===== src/rtl/ptp_pkg.sv =====
// Shared PTP definitions: timestamp field layout, ns range limit,
// reconfiguration sequencer states and fault codes.
package ptp_pkg;

    localparam int unsigned TS_S_MSB   = 95;
    localparam int unsigned TS_S_LSB   = 48;
    localparam int unsigned TS_NS_MSB  = 45;
    localparam int unsigned TS_NS_LSB  = 16;
    localparam int unsigned TS_FNS_MSB = 15;
    localparam int unsigned TS_FNS_LSB = 0;

    localparam int unsigned NS_PER_S = 1_000_000_000;

    typedef enum logic [2:0] {
        ST_IDLE,
        ST_DISABLE,
        ST_WAIT_UNLOCK,
        ST_LOAD_START,
        ST_LOAD_PERIOD,
        ST_LOAD_WIDTH,
        ST_ENABLE,
        ST_WAIT_LOCK
    } state_e;

    typedef enum logic [1:0] {
        FC_NONE       = 2'd0,
        FC_BAD_NS     = 2'd1,
        FC_TIMEOUT    = 2'd2,
        FC_PEROUT_ERR = 2'd3
    } fault_code_e;

endpackage


===== src/rtl/ptp_ts_check.sv =====
// Combinational range check of a timestamp ns field (must be below one second).
module ptp_ts_check
    import ptp_pkg::*;
(
    input  logic [TS_NS_MSB-TS_NS_LSB:0] ns_i,
    output logic                         bad_o
);

    assign bad_o = (32'(ns_i) >= NS_PER_S);

endmodule


===== src/rtl/ptp_perout_cfg_ctrl.sv =====
// Reconfiguration sequencer for ptp_perout: validates a start/period/width
// request, disables the output, loads the registers, re-enables and supervises lock.
module ptp_perout_cfg_ctrl
    import ptp_pkg::*;
#(
    parameter int unsigned TS_WIDTH       = 96,
    parameter int unsigned TIMEOUT_CYCLES = 65535
) (
    input  logic                clk,
    input  logic                rst_n,
    input  logic [TS_WIDTH-1:0] cfg_start,
    input  logic [TS_WIDTH-1:0] cfg_period,
    input  logic [TS_WIDTH-1:0] cfg_width,
    input  logic                cfg_valid,
    output logic                cfg_ready,
    output logic                perout_enable,
    output logic [TS_WIDTH-1:0] perout_start,
    output logic [TS_WIDTH-1:0] perout_period,
    output logic [TS_WIDTH-1:0] perout_width,
    output logic                perout_start_valid,
    output logic                perout_period_valid,
    output logic                perout_width_valid,
    input  logic                perout_locked,
    input  logic                perout_error,
    input  logic                ts_step,
    output logic                busy,
    output logic                done,
    output logic                fault,
    output logic [1:0]          fault_code
);

    localparam int unsigned     CNT_W    = $clog2(TIMEOUT_CYCLES + 1);
    localparam logic [CNT_W-1:0] CNT_LAST = CNT_W'(TIMEOUT_CYCLES - 1);

    state_e              state_q, state_d;
    logic [CNT_W-1:0]    cnt_q, cnt_d;
    logic                enable_q, enable_d;
    logic [TS_WIDTH-1:0] start_q, start_d, period_q, period_d, width_q, width_d;
    logic                sv_q, sv_d, pv_q, pv_d, wv_q, wv_d;
    logic                done_q, done_d, fault_q, fault_d;
    fault_code_e         fcode_q, fcode_d;
    logic                bad_start, bad_period, bad_width;

    ptp_ts_check u_chk_start  (.ns_i(cfg_start[TS_NS_MSB:TS_NS_LSB]),  .bad_o(bad_start));
    ptp_ts_check u_chk_period (.ns_i(cfg_period[TS_NS_MSB:TS_NS_LSB]), .bad_o(bad_period));
    ptp_ts_check u_chk_width  (.ns_i(cfg_width[TS_NS_MSB:TS_NS_LSB]),  .bad_o(bad_width));

    always_comb begin
        state_d  = state_q;
        cnt_d    = cnt_q;
        enable_d = enable_q;
        start_d  = start_q;
        period_d = period_q;
        width_d  = width_q;
        done_d   = 1'b0;
        fault_d  = 1'b0;
        fcode_d  = fcode_q;
        unique case (state_q)
            ST_IDLE: begin
                if (cfg_valid) begin
                    if (bad_start || bad_period || bad_width) begin
                        fault_d = 1'b1;
                        fcode_d = FC_BAD_NS;
                    end else begin
                        start_d  = cfg_start;
                        period_d = cfg_period;
                        width_d  = cfg_width;
                        fcode_d  = FC_NONE;
                        state_d  = ST_DISABLE;
                    end
                end
            end
            ST_DISABLE: begin
                enable_d = 1'b0;
                cnt_d    = '0;
                state_d  = ST_WAIT_UNLOCK;
            end
            ST_WAIT_UNLOCK: begin
                if (!perout_locked) begin
                    state_d = ST_LOAD_START;
                end else if (cnt_q == CNT_LAST) begin
                    fault_d  = 1'b1;
                    fcode_d  = FC_TIMEOUT;
                    enable_d = 1'b0;
                    state_d  = ST_IDLE;
                end else begin
                    cnt_d = cnt_q + 1'b1;
                end
            end
            ST_LOAD_START:  state_d = ST_LOAD_PERIOD;
            ST_LOAD_PERIOD: state_d = ST_LOAD_WIDTH;
            // Enable is registered on entry to ENABLE so it rises with that state.
            ST_LOAD_WIDTH: begin
                enable_d = 1'b1;
                state_d  = ST_ENABLE;
            end
            ST_ENABLE: begin
                cnt_d   = '0;
                state_d = ST_WAIT_LOCK;
            end
            ST_WAIT_LOCK: begin
                if (perout_error) begin
                    fault_d  = 1'b1;
                    fcode_d  = FC_PEROUT_ERR;
                    enable_d = 1'b0;
                    state_d  = ST_IDLE;
                end else if (perout_locked) begin
                    done_d  = 1'b1;
                    state_d = ST_IDLE;
                end else if (ts_step) begin
                    cnt_d = '0;
                end else if (cnt_q == CNT_LAST) begin
                    fault_d  = 1'b1;
                    fcode_d  = FC_TIMEOUT;
                    enable_d = 1'b0;
                    state_d  = ST_IDLE;
                end else begin
                    cnt_d = cnt_q + 1'b1;
                end
            end
            default: state_d = ST_IDLE;
        endcase
        sv_d = (state_d == ST_LOAD_START);
        pv_d = (state_d == ST_LOAD_PERIOD);
        wv_d = (state_d == ST_LOAD_WIDTH);
    end

    always_ff @(posedge clk or negedge rst_n) begin
        if (!rst_n) begin
            state_q  <= ST_IDLE;
            cnt_q    <= '0;
            enable_q <= 1'b0;
            start_q  <= '0;
            period_q <= '0;
            width_q  <= '0;
            sv_q     <= 1'b0;
            pv_q     <= 1'b0;
            wv_q     <= 1'b0;
            done_q   <= 1'b0;
            fault_q  <= 1'b0;
            fcode_q  <= FC_NONE;
        end else begin
            state_q  <= state_d;
            cnt_q    <= cnt_d;
            enable_q <= enable_d;
            start_q  <= start_d;
            period_q <= period_d;
            width_q  <= width_d;
            sv_q     <= sv_d;
            pv_q     <= pv_d;
            wv_q     <= wv_d;
            done_q   <= done_d;
            fault_q  <= fault_d;
            fcode_q  <= fcode_d;
        end
    end

    assign cfg_ready           = (state_q == ST_IDLE);
    assign busy                = (state_q != ST_IDLE);
    assign perout_enable       = enable_q;
    assign perout_start        = start_q;
    assign perout_period       = period_q;
    assign perout_width        = width_q;
    assign perout_start_valid  = sv_q;
    assign perout_period_valid = pv_q;
    assign perout_width_valid  = wv_q;
    assign done                = done_q;
    assign fault               = fault_q;
    assign fault_code          = fcode_q;

endmodule


===== config.mk =====
export PLATFORM = sky130hd
export DESIGN_NAME = ptp_perout_cfg_ctrl
export DESIGN_NICKNAME = d
export VERILOG_FILES = /design/src/rtl/ptp_pkg.sv /design/src/rtl/ptp_ts_check.sv /design/src/rtl/ptp_perout_cfg_ctrl.sv
export SDC_FILE = /design/constraint.sdc
export NUM_CORES = 1
export LEC_CHECK = 0
export CELL_PAD_IN_SITES_DETAIL_PLACEMENT = 1
export CELL_PAD_IN_SITES_GLOBAL_PLACEMENT = 1
export CORE_AREA = 2 2 229 231
export CTS_CLUSTER_SIZE = 30
export DETAILED_ROUTE_END_ITERATION = 7
export DIE_AREA = 0 0 231 233
export PLACE_DENSITY = 0.72
export RECOVER_POWER = 25
export REMOVE_ABC_BUFFERS = 1
export SETUP_SLACK_MARGIN = 0.1
export SYNTH_ARGS = -nofsm -noshare
export SYNTH_HDL_FRONTEND = slang
export SYNTH_SLANG_ARGS = --single-unit

===== constraint.sdc =====
create_clock -name clk -period 2.55 [get_ports clk]
set_input_delay 0.51 -clock clk [delete_from_list [all_inputs] [get_ports clk]]
set_output_delay 0.51 -clock clk [all_outputs]
set_load 0.02 [all_outputs]

# ---- Yosys cells after proc, flatten, opt, wreduce, memory -nomap -nowiden
# Cells that the tools add are included.
dict set report word_totals {
  regBits 315
  inputBits 294
  out_inout_bits 298
  wordCells 85
}
dict set report classes {
  add_sub_neg 1
  n_lt_le_gt_ge 3
  eq_ne 17
  muxes 39
  n_bitwise 1
  reduce_logical 12
}
# operator count
set ops {}
lappend ops {{30-bit >= comparator (second input constant)} 3}
lappend ops {{16-bit two-way mux} 5}
lappend ops {{16-bit one-hot mux with 3 select lines} 1}
lappend ops {{3-bit one-hot mux with 8 select lines} 1}
lappend ops {{3-bit two-way mux} 7}
lappend ops {{3-bit == test (second input constant)} 6}
lappend ops {{16-bit by 1-bit adder with 16-bit output (second input constant)} 1}
lappend ops {{16-bit == test (second input constant)} 1}
lappend ops {{1-bit two-way mux} 16}
lappend ops {{2-bit two-way mux} 6}
lappend ops {{3-bit by 2-bit == test with 1-bit output (second input constant)} 3}
lappend ops {{3-bit nonzero test} 3}
lappend ops {{2-bit != test (second input constant)} 4}
lappend ops {{4-bit AND reduction} 2}
lappend ops {{3-bit != test (second input constant)} 2}
lappend ops {{2-bit one-hot mux with 3 select lines} 1}
lappend ops {{5-bit AND reduction} 1}
lappend ops {{1-bit one-hot mux with 4 select lines} 1}
lappend ops {{4-bit nonzero test} 1}
lappend ops {{3-bit by 1-bit == test with 1-bit output (second input constant)} 1}
lappend ops {{3-bit zero test} 1}
lappend ops {{1-bit one-hot mux with 3 select lines} 1}
lappend ops {{3-bit AND reduction} 1}
lappend ops {{1-bit logical OR} 2}
lappend ops {{other kinds (2)} 2}

# ---- Logic depth before layout (Yosys ltp)
dict set report logic_depth {
  word_depth 7
  depth_mapped 9
  depth_no_buf 8
}

# ---- Hierarchy
# Synthesis repeated with hierarchy kept, for this count alone.
dict set report hier_totals {
  cells_unflattened 810
  hier_area_um2 13374.1
}
# mod instances cells_per_inst area_each_um2 seq_area_each_um2
set modules_own_cells {}
lappend modules_own_cells {ptp_perout_cfg_ctrl 1 777 13156.4 7882.6}
lappend modules_own_cells {ptp_ts_check 3 11 72.6 0.0}

# ---- Least setup slack after synthesis
# No wires, ideal clock.
dict set report synth_path {
  path_kind {input to register}
  from {input cfg_start[37]}
  to {register period_q[68], in the netlist perout_period[68]}
  arrival_ps 2357
  setup_slack_ps 68
  path_stages 9
  path_cell_list {or4b_1 > a2111oi_0 > o311ai_1 > o21ai_2 > nor3_1 > buf_6 > buf_12 > buf_6 > mux2_4}
}
dict set report synth_between {
  elab_chain_len 5
}
# item line
set synth_lines {}
lappend synth_lines {{from (decl)} ptp_perout_cfg_ctrl.sv:11} ;# input logic [TS_WIDTH-1:0] cfg_start,
lappend synth_lines {{30-bit >= comparator} ptp_ts_check.sv:9} ;# assign bad_o = (32'(ns_i) >= NS_PER_S);
lappend synth_lines {{1-bit logical OR (2 in a row)} ptp_perout_cfg_ctrl.sv:61} ;# if (bad_start || bad_period || bad_width) begin
lappend synth_lines {{1-bit inverter (no line)} n/a}
lappend synth_lines {{3-bit AND reduction (no line)} n/a}
lappend synth_lines {{to (signal assigned)} ptp_perout_cfg_ctrl.sv:147} ;# period_q <= period_d;
lappend synth_lines {{to (decl)} ptp_perout_cfg_ctrl.sv:38} ;# logic [TS_WIDTH-1:0] start_q, start_d, period_q, period_d, width_q, width_d;
# No other way between the ends.
# A chain may end at the register's enable or synchronous reset.

# ---- Worst setup path after layout
dict set report layout_path {
  from {register state_q[0]}
  to {output cfg_ready}
}
dict set report layout_between {
  elab_chain_len 1
}
# item line
set layout_lines {}
lappend layout_lines {{from (decl)} ptp_perout_cfg_ctrl.sv:35} ;# state_e state_q, state_d;
lappend layout_lines {{from (signal assigned)} ptp_perout_cfg_ctrl.sv:143} ;# state_q <= state_d;
lappend layout_lines {{3-bit zero test} ptp_perout_cfg_ctrl.sv:158} ;# assign cfg_ready = (state_q == ST_IDLE);
lappend layout_lines {{to (decl)} ptp_perout_cfg_ctrl.sv:15} ;# output logic cfg_ready,
# No other way between the ends.

==> metrics.csv <==
metric,value,unit
synth_cell_type_count,46,
place_congestion,0.822,
leakage,0.00960,µW
cts_buffers,39,
synth_fa_ha_area_share,0.189,%
worstSetupPathType,reg2out,
clock-sinks,315,
fmax,421,MHz
combPwrFrac,49.1,%
grt_overflow,0,
critPathLaunchType,register,
pre_cts_ws,-0.789,ns
whs_path_depth,2,
min_from,cfg_start[25],
cp-end-kind,output pin,
cts_tree,yes,
rsz0062_at_grt,false,
setup_tns,0,ns
clock_latency,0.55,ns
cp.arrival,1.87,ns
grtUsageTotal,18.1,%
vias,9742,
power,27600,µW
drv_slew,0,
switching_share,35.0,%
yosysSeqAreaShare,59.4,%
path_max_fanout,3,
cts-htree-levels,2,
coreArea,51100,µm²
outcome,"finished, final reports clean",
final.min_clock_period,2.38,ns
antenna_found_initial,11,
postRouteAntennaNets,0,
drc,0,
grt_pass1_wl,73200,µm
grt_max_degree,70,
worst_slack,0.173,ns
vias_per_cell,4.37,
reg2reg_slack,0.31,ns
first_pass_iters,4,
synth_simple_gate_area_share,4.10,%
final_hold_viol_count,0,
cts_buffer_depth,3,
dr.first_iter.drc_count,224,
hold_class,in2reg,
power_frac_clock,19.1,%
p_seq_share,31.9,%
muxShareOfSynthArea,30.3,%
drive_above_1_share,31.1,%
synth_edf_count,0,
fin_crit_sh,93.2,%
clockRootBuffer,clkbuf_16,
timing.rr.start,state_q[2],
fin_nets,1812,
p_sw,9670,µW
worst_pin_slew,1.17,ns
synth_top_family_by_area,multiplexers,
ios,592,
relSlewSlack,21.7,%
path_clk_slew,0.05,ns
die_h,233,µm
area_growth,68.2,%
worst_hold_slack,0.222,ns
initial_core_util,26.0,%
first_global_vias,11100,
die_w,231,µm
portBuffers,591,
intPower,17900,µW
syn-mean-instance-area,16.2,µm²
dieArea,53800,µm²
cap_violations,0,
power.density,1240,nW/µm²
synthArstFlopShare,100,%
synth_ff_type,dfrtp_1,
setup_violations,0,
synth-xor-area-share,0.792,%
holdPathEnd,perout_start[25],
rows,83,
wl_per_cell,22.3,µm
dpl.hpwl,36500,µm
synth_compound_area_share,2.24,%
critPathRequiredTime,2.04,ns
synthCells,820,
synth_seq_cells,315,
synth_area,13300,µm²
r2r-end,cnt_q[12],
rr_worst_depth,7,
ys.warnings.count,0,
vdd_drop_max,0.562,mV
finalWirelength,49600,µm
skew,0.0150,ns
## per-stage QoR
| step | utilization [%] | instances | area, µm² |
|---|---|---|---|
| floorplan | - | 779 | 12900 |
| global placement | 40.0 | 2133 | 20400 |
| detailed placement | 40.0 | 2133 | 20400 |
| CTS | 43.7 | 2222 | 22400 |
| global route | 43.7 | 2227 | 22300 |
| finish | 43.7 | 2228 | 22300 |
## cell type report
| class | instances | area (µm²) |
|---|---|---|
| Clock buffer | 53 | 1050 |
| Inverter | 6 | 22.5 |
| Tap cell | 680 | 851 |
| Sequential cell | 315 | 7880 |
| Antenna cell | 7 | 17.5 |
| Fill cell | 5274 | 28800 |
| Timing Repair Buffer | 696 | 7170 |
| Clock inverter | 13 | 133 |
| Multi-Input combinational cell | 458 | 5200 |
## layer usage
layer,part of all wire [%],up-vias,track usage (%)
met5,0.15,-,0
met4,3.2,10,6.92
met3,7.6,97,5.83
met2,52,372,32.3
met1,37,4946,19.9
li1,-,4317,-
## power groups by stage
stage | Sequential [µW] | Combinational (µW) | Clock, µW
4_1_cts | 8800 | 13700 | 5450
3_3_place_gp | 8700 | 13100 | 0
6_report | 8800 | 13500 | 5260
5_1_grt | 9090 | 14200 | 5640
2_1_floorplan | 11600 | 4200 | 0
3_5_place_dp | 8810 | 13300 | 0
## cell usage after synthesis (all sizes together) (2+ instances only)
| master | instances | share of area [%] |
|---|---|---|
| o22ai | 2 | 0.094 |
| dfrtp | 315 | 59 |
| nand2 | 26 | 0.74 |
| and2 | 3 | 0.14 |
| xor2 | 6 | 0.40 |
| inv | 6 | 0.17 |
| or4 | 3 | 0.17 |
| a21oi | 12 | 0.45 |
| nor2 | 33 | 0.93 |
| nor2b | 2 | 0.094 |
| nor3 | 2 | 0.075 |
| nand2b | 2 | 0.094 |
| ha | 2 | 0.19 |
| nand4 | 9 | 0.42 |
| o21ai | 10 | 0.41 |
| a31oi | 3 | 0.14 |
| and3 | 4 | 0.19 |
| o211ai | 2 | 0.11 |
| nor4 | 5 | 0.24 |
| nor3b | 2 | 0.11 |
| clkbuf | 9 | 0.25 |
| xnor2 | 6 | 0.40 |
| buf | 32 | 2.5 |
| and4 | 2 | 0.13 |
| a211oi | 3 | 0.17 |
| nand3 | 13 | 0.49 |
| a2111oi | 2 | 0.13 |
| mux2 | 288 | 30 |
| o31ai | 3 | 0.17 |
## flip-flops by register name, summed over array words and instances, names as in the netlist
name                 cells
state_q                  3
perout_width_valid       1
perout_enable            1
cnt_q                   16
done                     1
perout_period_valid      1
perout_start            96
fault                    1
perout_start_valid       1
fault_code               2
perout_period           96
perout_width            96
## cell usage in the layout (no fill, tap or decap), types with 8 or more instances in the layout
master	count
a21oi_1	11
buf_12	14
buf_16	13
buf_4	59
clkbuf_1	18
clkbuf_16	40
clkdlybuf4s50_1	542
dfrtp_1	315
dlygate4sd2_1	33
mux2_2	78
mux2_4	210
nand2_1	22
nand3_1	8
nand4_1	9
nor2_1	28
## timing repair
action                     CTS  global route
pin swaps                   21            13
hold endpoints to repair    58             0
hold buffers                 1             0
buffers inserted            13             1
cloned                       9             1
resized for setup          125            22
setup endpoints to repair  290            82
## logic make-up (layout without fill, tap and decap cells)
| family | count (synthesis) | in the layout |
|---|---|---|
| AOI/OAI and AO/OA | 46 | 46 |
| xor gates and xnor gates | 12 | 12 |
| adders and majority gates | 2 | 2 |
| buffers and inverters | 47 | 768 |
| DFF | 315 | 315 |
| muxes | 288 | 288 |
| other | 0 | 7 |
| and+or+nand+nor | 110 | 110 |
## worst max-delay path, stage by stage, from the launching register on
cell and delay, ns:
dfrtp_1 0.39, nor3_2 0.28, clkdlybuf4s50_1 0.66
## how the worst max path moves through the flow
stage	endpoint	from	slack, ns
detailed placement	perout_width[52]	cfg_period[25]	-0.79
finish	cfg_ready	state_q[0]	0.17
floorplan	perout_period[0]	cfg_period[26]	-29.76
global route	perout_period[92]	rst_n	0.09
CTS	perout_period[15]	cfg_width[30]	0.10
global placement	perout_period[65]	cfg_period[25]	-0.74
Power figures use the tool's default switching activity.
